File: src/rtl/apb_cmd_sequencer.sv
// Command-list sequencer for APB_master: fetches commands from a single-port memory,
// issues APB reads/writes, and writes read data back to a result area.
module apb_cmd_sequencer #(
    parameter int SEL_WIDTH  = 1,
    parameter int ADDR_WIDTH = 16,
    parameter int DATA_WIDTH = 16,
    parameter int TIMEOUT    = 255
) (
    input  logic                  i_PCLK,
    input  logic                  i_PRESET,
    input  logic                  i_start,
    input  logic [ADDR_WIDTH-1:0] i_cmd_base,
    input  logic [ADDR_WIDTH-1:0] i_res_base,
    output logic                  o_m_en,
    output logic                  o_m_wr,
    output logic [ADDR_WIDTH-1:0] o_m_addr,
    output logic [DATA_WIDTH-1:0] o_m_data_w,
    input  logic [DATA_WIDTH-1:0] i_m_data_r,
    output logic                  o_apb_enable,
    output logic                  o_apb_wr,
    output logic [SEL_WIDTH-1:0]  o_apb_slave,
    output logic [ADDR_WIDTH-1:0] o_apb_addr,
    output logic [DATA_WIDTH-1:0] o_apb_wdata,
    input  logic                  i_apb_busy,
    input  logic                  i_apb_valid,
    input  logic [DATA_WIDTH-1:0] i_apb_rdata,
    input  logic                  i_PSLVERR,
    output logic                  o_busy,
    output logic                  o_done,
    output logic [1:0]            o_status,
    output logic [ADDR_WIDTH-1:0] o_cmd_cnt,
    output logic [ADDR_WIDTH-1:0] o_err_cnt
);

    typedef enum logic [2:0] {
        S_IDLE, S_HDR, S_ADDR, S_DATA, S_ISSUE, S_WAIT, S_STORE, S_DONE
    } state_t;

    localparam logic [1:0] OP_END   = 2'b00;
    localparam logic [1:0] OP_WRITE = 2'b01;
    localparam logic [1:0] OP_READ  = 2'b10;
    localparam logic [1:0] OP_ILL   = 2'b11;

    localparam int TW = (TIMEOUT > 1) ? $clog2(TIMEOUT) : 1;
    localparam logic [TW-1:0]         TIMER_LAST = TW'(TIMEOUT - 1);
    localparam logic [ADDR_WIDTH-1:0] ONE        = ADDR_WIDTH'(1);

    state_t                state, state_nxt;
    logic                  phase;          // 0: memory read issued, 1: word captured
    logic [ADDR_WIDTH-1:0] cmd_ptr, res_ptr, addr_q;
    logic [1:0]            hdr_op;
    logic [SEL_WIDTH-1:0]  hdr_slave;
    logic [DATA_WIDTH-1:0] rdata_q;
    logic [TW-1:0]         timer;
    logic [1:0]            word_op;

    assign word_op = i_m_data_r[DATA_WIDTH-1 -: 2];
    assign o_busy  = (state != S_IDLE);

    // NOTE: sequential state uses non-blocking assignments so every register samples pre-edge values.
    always_ff @(posedge i_PCLK) begin
        if (i_PRESET) state <= S_IDLE;
        else          state <= state_nxt;
    end

    // NOTE: every output is given a default first, so no path through the case can infer a latch.
    always_comb begin
        state_nxt    = state;
        o_m_en       = 1'b0;
        o_m_wr       = 1'b0;
        o_m_addr     = '0;
        o_m_data_w   = '0;
        o_apb_enable = 1'b0;
        o_done       = 1'b0;
        case (state)
            S_IDLE: if (i_start) state_nxt = S_HDR;
            S_HDR, S_ADDR, S_DATA: begin
                if (!phase) begin
                    o_m_en   = 1'b1;
                    o_m_addr = cmd_ptr;
                end else if (state == S_HDR) begin
                    state_nxt = (word_op == OP_END || word_op == OP_ILL) ? S_DONE : S_ADDR;
                end else if (state == S_ADDR) begin
                    state_nxt = (hdr_op == OP_WRITE) ? S_DATA : S_ISSUE;
                end else begin
                    state_nxt = S_ISSUE;
                end
            end
            S_ISSUE: if (!i_apb_busy) begin
                o_apb_enable = 1'b1;
                state_nxt    = S_WAIT;
            end
            S_WAIT: begin
                // A completion on the final allowed cycle beats the timeout.
                if (i_apb_valid)              state_nxt = (hdr_op == OP_READ) ? S_STORE : S_HDR;
                else if (timer == TIMER_LAST) state_nxt = S_DONE;
            end
            S_STORE: begin
                o_m_en     = 1'b1;
                o_m_wr     = 1'b1;
                o_m_addr   = res_ptr;
                o_m_data_w = rdata_q;
                state_nxt  = S_HDR;
            end
            S_DONE: begin
                o_done    = 1'b1;
                state_nxt = S_IDLE;
            end
            default: state_nxt = S_IDLE;
        endcase
    end

    always_ff @(posedge i_PCLK) begin
        if (i_PRESET) begin
            phase       <= 1'b0;
            cmd_ptr     <= '0;
            res_ptr     <= '0;
            addr_q      <= '0;
            hdr_op      <= OP_END;
            hdr_slave   <= '0;
            rdata_q     <= '0;
            timer       <= '0;
            o_apb_wr    <= 1'b0;
            o_apb_slave <= '0;
            o_apb_addr  <= '0;
            o_apb_wdata <= '0;
            o_status    <= 2'b00;
            o_cmd_cnt   <= '0;
            o_err_cnt   <= '0;
        end else begin
            phase <= (state == S_HDR || state == S_ADDR || state == S_DATA) ? ~phase : 1'b0;
            case (state)
                S_IDLE: if (i_start) begin
                    cmd_ptr   <= i_cmd_base;
                    res_ptr   <= i_res_base;
                    o_cmd_cnt <= '0;
                    o_err_cnt <= '0;
                    o_status  <= 2'b00;
                end
                S_HDR: if (phase) begin
                    cmd_ptr   <= cmd_ptr + ONE;
                    hdr_op    <= word_op;
                    hdr_slave <= i_m_data_r[SEL_WIDTH-1:0];
                    if (word_op == OP_ILL) o_status <= 2'b01;
                end
                S_ADDR: if (phase) begin
                    cmd_ptr <= cmd_ptr + ONE;
                    addr_q  <= i_m_data_r;
                    // Reads go straight to ISSUE, so the bus fields are loaded now.
                    if (hdr_op == OP_READ) begin
                        o_apb_wr    <= 1'b0;
                        o_apb_slave <= hdr_slave;
                        o_apb_addr  <= i_m_data_r;
                    end
                end
                S_DATA: if (phase) begin
                    cmd_ptr     <= cmd_ptr + ONE;
                    o_apb_wr    <= 1'b1;
                    o_apb_slave <= hdr_slave;
                    o_apb_addr  <= addr_q;
                    o_apb_wdata <= i_m_data_r;
                end
                S_ISSUE: timer <= '0;
                S_WAIT: begin
                    if (i_apb_valid) begin
                        o_cmd_cnt <= o_cmd_cnt + ONE;
                        o_err_cnt <= o_err_cnt + ADDR_WIDTH'(i_PSLVERR);
                        rdata_q   <= i_apb_rdata;
                    end else begin
                        timer <= timer + TW'(1);
                        if (timer == TIMER_LAST) o_status <= 2'b10;
                    end
                end
                S_STORE: res_ptr <= res_ptr + ONE;
                default: ;
            endcase
        end
    end

endmodule
File: config.mk
export PLATFORM = sky130hd
export DESIGN_NAME = apb_cmd_sequencer
export DESIGN_NICKNAME = d
export VERILOG_FILES = /design/src/rtl/apb_cmd_sequencer.sv
export SDC_FILE = /design/constraint.sdc
export NUM_CORES = 1
export LEC_CHECK = 0
export CAP_MARGIN = 15
export CORE_ASPECT_RATIO = 2
export CORE_MARGIN = 2
export CORE_UTILIZATION = 54
export DETAILED_ROUTE_END_ITERATION = 7
export PLACE_DENSITY = 0.86
export SYNTH_ARGS = -nofsm -noshare
export SYNTH_HDL_FRONTEND = slang
export SYNTH_SLANG_ARGS = --single-unit
File: constraint.sdc
create_clock -name i_PCLK -period 4.2 [get_ports i_PCLK]
set_input_delay 0.42 -clock i_PCLK [delete_from_list [all_inputs] [get_ports i_PCLK]]
set_output_delay 0.42 -clock i_PCLK [all_outputs]
set_load 0.01 [all_outputs]
==> out/summary.txt <==
outcome: finished clean
I/O Pins: 175
CTS sink cnt: 147
H-tree depth: 4
fraction of layout cells with a size suffix above 1: 5.703%
die area: 0.01433 sq mm
first-pass GRT wire length: 34.51 mm
Yosys reg bits: 147
total detailed-routing wirelength: 20.86 mm
worst r2r src: state[2]
latest clock arrival within the worst-skew pair: 0.42 ns
fin area: 0.009544 sq mm
row count: 59
Worst-Margin Slew: 1.052 ns
largest net degree at the start of global routing: 70
total CTS buffers: 17
GRT Util Overall: 29.48%
Post-Synthesis Cells: 901
initial antenna violation count: 2
Mapped Area: 0.007201 sq mm
RSZ-0062 raised after global routing: false
most common cell after layout, fill and taps aside: clkdlybuf4s50_1
placed instance area: 0.008972 sq mm
DR iter-0 viols: 628
max-slew violation count: 0
Max clock buf depth: 2
syn_area_per_cell: 7.992 sq um
post-layout minimum cycle time: 3.332 ns
nets: 1117
Primary FF master, synth: dfxtp_1
most frequent cells in the layout: 173 x clkdlybuf4s50_1, 147 x dfxtp_1, 142 x nand2_1, 91 x a21oi_1, 62 x nor2_1
clk root buf: clkbuf_16
Seq/Total Area, Yosys: 40.87%
post-CTS sizing: 0
fin crit share: 79.34%
library cells used by synthesis: 66
worst hold path type: in2reg
Final setup violation count: 0
Core Footprint: 0.01299 sq mm
Syn-to-layout area delta: 32.55%
beginning of the critical path: state[2]
Setup Fix Bufs, Post-CTS: 0
Initial Util: 55.42%
post-synth net total: 979
Fillers: 1002
setup TNS: 0 ns
DRT Pass-1 Iters: 5
Synth Warn #: 0
Req. time, crit path: 3.78 ns
LEAKAGE: 3.343 nW
Vias/cell: 6.153
Post-synth EDFFs: 0
CTS clk-pin slew, worst paths: 0.06 ns
Multi-input gate area: 0.003950 sq mm
post-detailed-route count of antenna-violating nets: 0
detailed-route wire length per cell: 17.29 um
maxcap violations: 0
global placement routability congestion: 0.8934
Fin. Hold Viols: 0
die width: 85.66 um
WP data arrival: 2.91 ns
Reg area: 0.002943 sq mm
DPL Wire Length: 14.82 mm
CTS tree: yes
Die Ht: 167.3 um
vias: 7420
Critical Path End Type: output port
grt total ovfl: 0
worst-path fanout max: 26
Crit Path Category: reg2out
Final Skew: 0.009511 ns
I/O Buffers: 174
# DRC: 0
share of flip-flops with an asynchronous set or reset: 0%
cts hold-fix bufs: 0
fmax: 300.1 MHz
maximum VDD drop: 0.3541 mV
CP startpoint kind: register
Max transition margin: 29.68%
worst hold start: i_PRESET
vias in the first global route: 7206
Cell Pwr Density: 414.3 mW/mm^2
## final cells by class
type / instances / share of cell area, %
Clock buffer: 18 / 4.497
Timing Repair Buffer: 187 / 19.24
Clock inverter: 14 / 1.442
Multi-Input combinational cell: 672 / 41.39
Inverter: 14 / 0.5506
Tap cell: 152 / 1.993
Antenna cell: 2 / 0.05244
Sequential cell: 147 / 30.83
## state kept, by name, summed over array words and instances (netlist names), 2 cells and up
| register | count |
|---|---|
| addr_q | 16 |
| cmd_ptr | 16 |
| o_apb_addr | 16 |
| o_apb_wdata | 16 |
| o_cmd_cnt | 16 |
| o_err_cnt | 16 |
| rdata_q | 16 |
| res_ptr | 16 |
| timer | 8 |
| state | 3 |
| hdr_op | 2 |
| o_status | 2 |
## worst paths after layout
| kind | endpoint | slack [ns] | cells past startpoint |
|---|---|---|---|
| worst max-delay path | o_m_addr[15] | 0.87 | 6 |
| worst min-delay path | timer[0] | 0.43 | 2 |
| worst max register to register | o_err_cnt[12] | 1.52 | 5 |
| worst min register to register | rdata_q[2] | 0.45 | 2 |
## critical path, stage by stage, from the launching register on
cell and delay (ns):
dfxtp_1 0.63, nand3b_1 0.12, buf_4 0.20, inv_1 0.51, buf_4 0.32, a22o_1 0.16, clkdlybuf4s50_1 0.53
## per-stage QoR
stage	total power [mW]	hold WS (ns)	util, %	setup slack [ns]	cells
6_report	3.954	0.4324	73.46	0.8677	1206
5_1_grt	4.126	0.4476	73.46	0.6450	1206
4_1_cts	3.954	0.4231	73.42	0.8846	1204
3_5_place_dp	2.499	0.4420	69.06	1.342	1172
3_3_place_gp	2.482	0.4372	69.06	1.399	1172
2_1_floorplan	2.181	0.4317	-	2.131	901
## kinds of logic after synthesis
| logic type | count (synthesis) | synth area share (%) |
|---|---|---|
| simple gates | 390 | 27.14 |
| compound gates | 233 | 20.63 |
| flops | 147 | 40.87 |
| buf+inv | 82 | 4.570 |
| mux | 24 | 3.336 |
| xor+xnor | 17 | 2.068 |
| fa+ha+maj | 8 | 1.390 |
## routing by layer
| metal | up-vias | routed length (um) | global-route usage, % |
|---|---|---|---|
| met4 | 0 | 1000 | 15.18 |
| met5 | - | 0 | 0 |
| met2 | 313 | 10980 | 52.79 |
| li1 | 3543 | - | - |
| met3 | 72 | 1264 | 6.407 |
| met1 | 3492 | 7610 | 31.68 |
## synthesized netlist by cell type (all sizes together) (2+ instances only)
library cell	number	area share (%)
inv	14	0.73
nand2	142	7.4
nand2b	3	0.26
nor3	15	1.0
a311oi	6	0.73
o31ai	4	0.42
buf	20	1.3
or4b	4	0.56
clkbuf	48	2.5
or3	24	2.1
a22o	11	1.3
nor4b	3	0.57
and2	25	2.2
a21o	4	0.42
a21oi	91	6.3
xor2	12	1.5
nor2	62	3.2
nor4	12	1.0
or4	3	0.31
a41o	3	0.42
and3	9	0.78
a31oi	11	0.96
a211o	2	0.24
xnor2	5	0.61
nand4b	3	0.36
o221ai	3	0.36
nand4	29	2.5
nor2b	5	0.43
nand3	34	2.4
and4	9	1.1
dfxtp	147	41
o211ai	9	1.1
o21ai	41	2.9
o41ai	2	0.24
o2111ai	5	0.69
ha	8	1.4
nand3b	2	0.21
nor3b	2	0.21
mux2i	24	3.3
a211oi	23	2.5
a21boi	2	0.21
a22oi	5	0.52
## power by group
| part | switching [mW] | leakage [nW] | total, mW | internal (mW) |
|---|---|---|---|---|
| combinational | 0.508 | 1.88 | 0.858 | 0.350 |
| sequential | 0.150 | 1.19 | 1.64 | 1.49 |
| clock | 0.673 | 0.273 | 1.46 | 0.787 |
| total | 1.33 | 3.34 | 3.95 | 2.62 |
No activity file was read; power rests on OpenSTA's default activity.
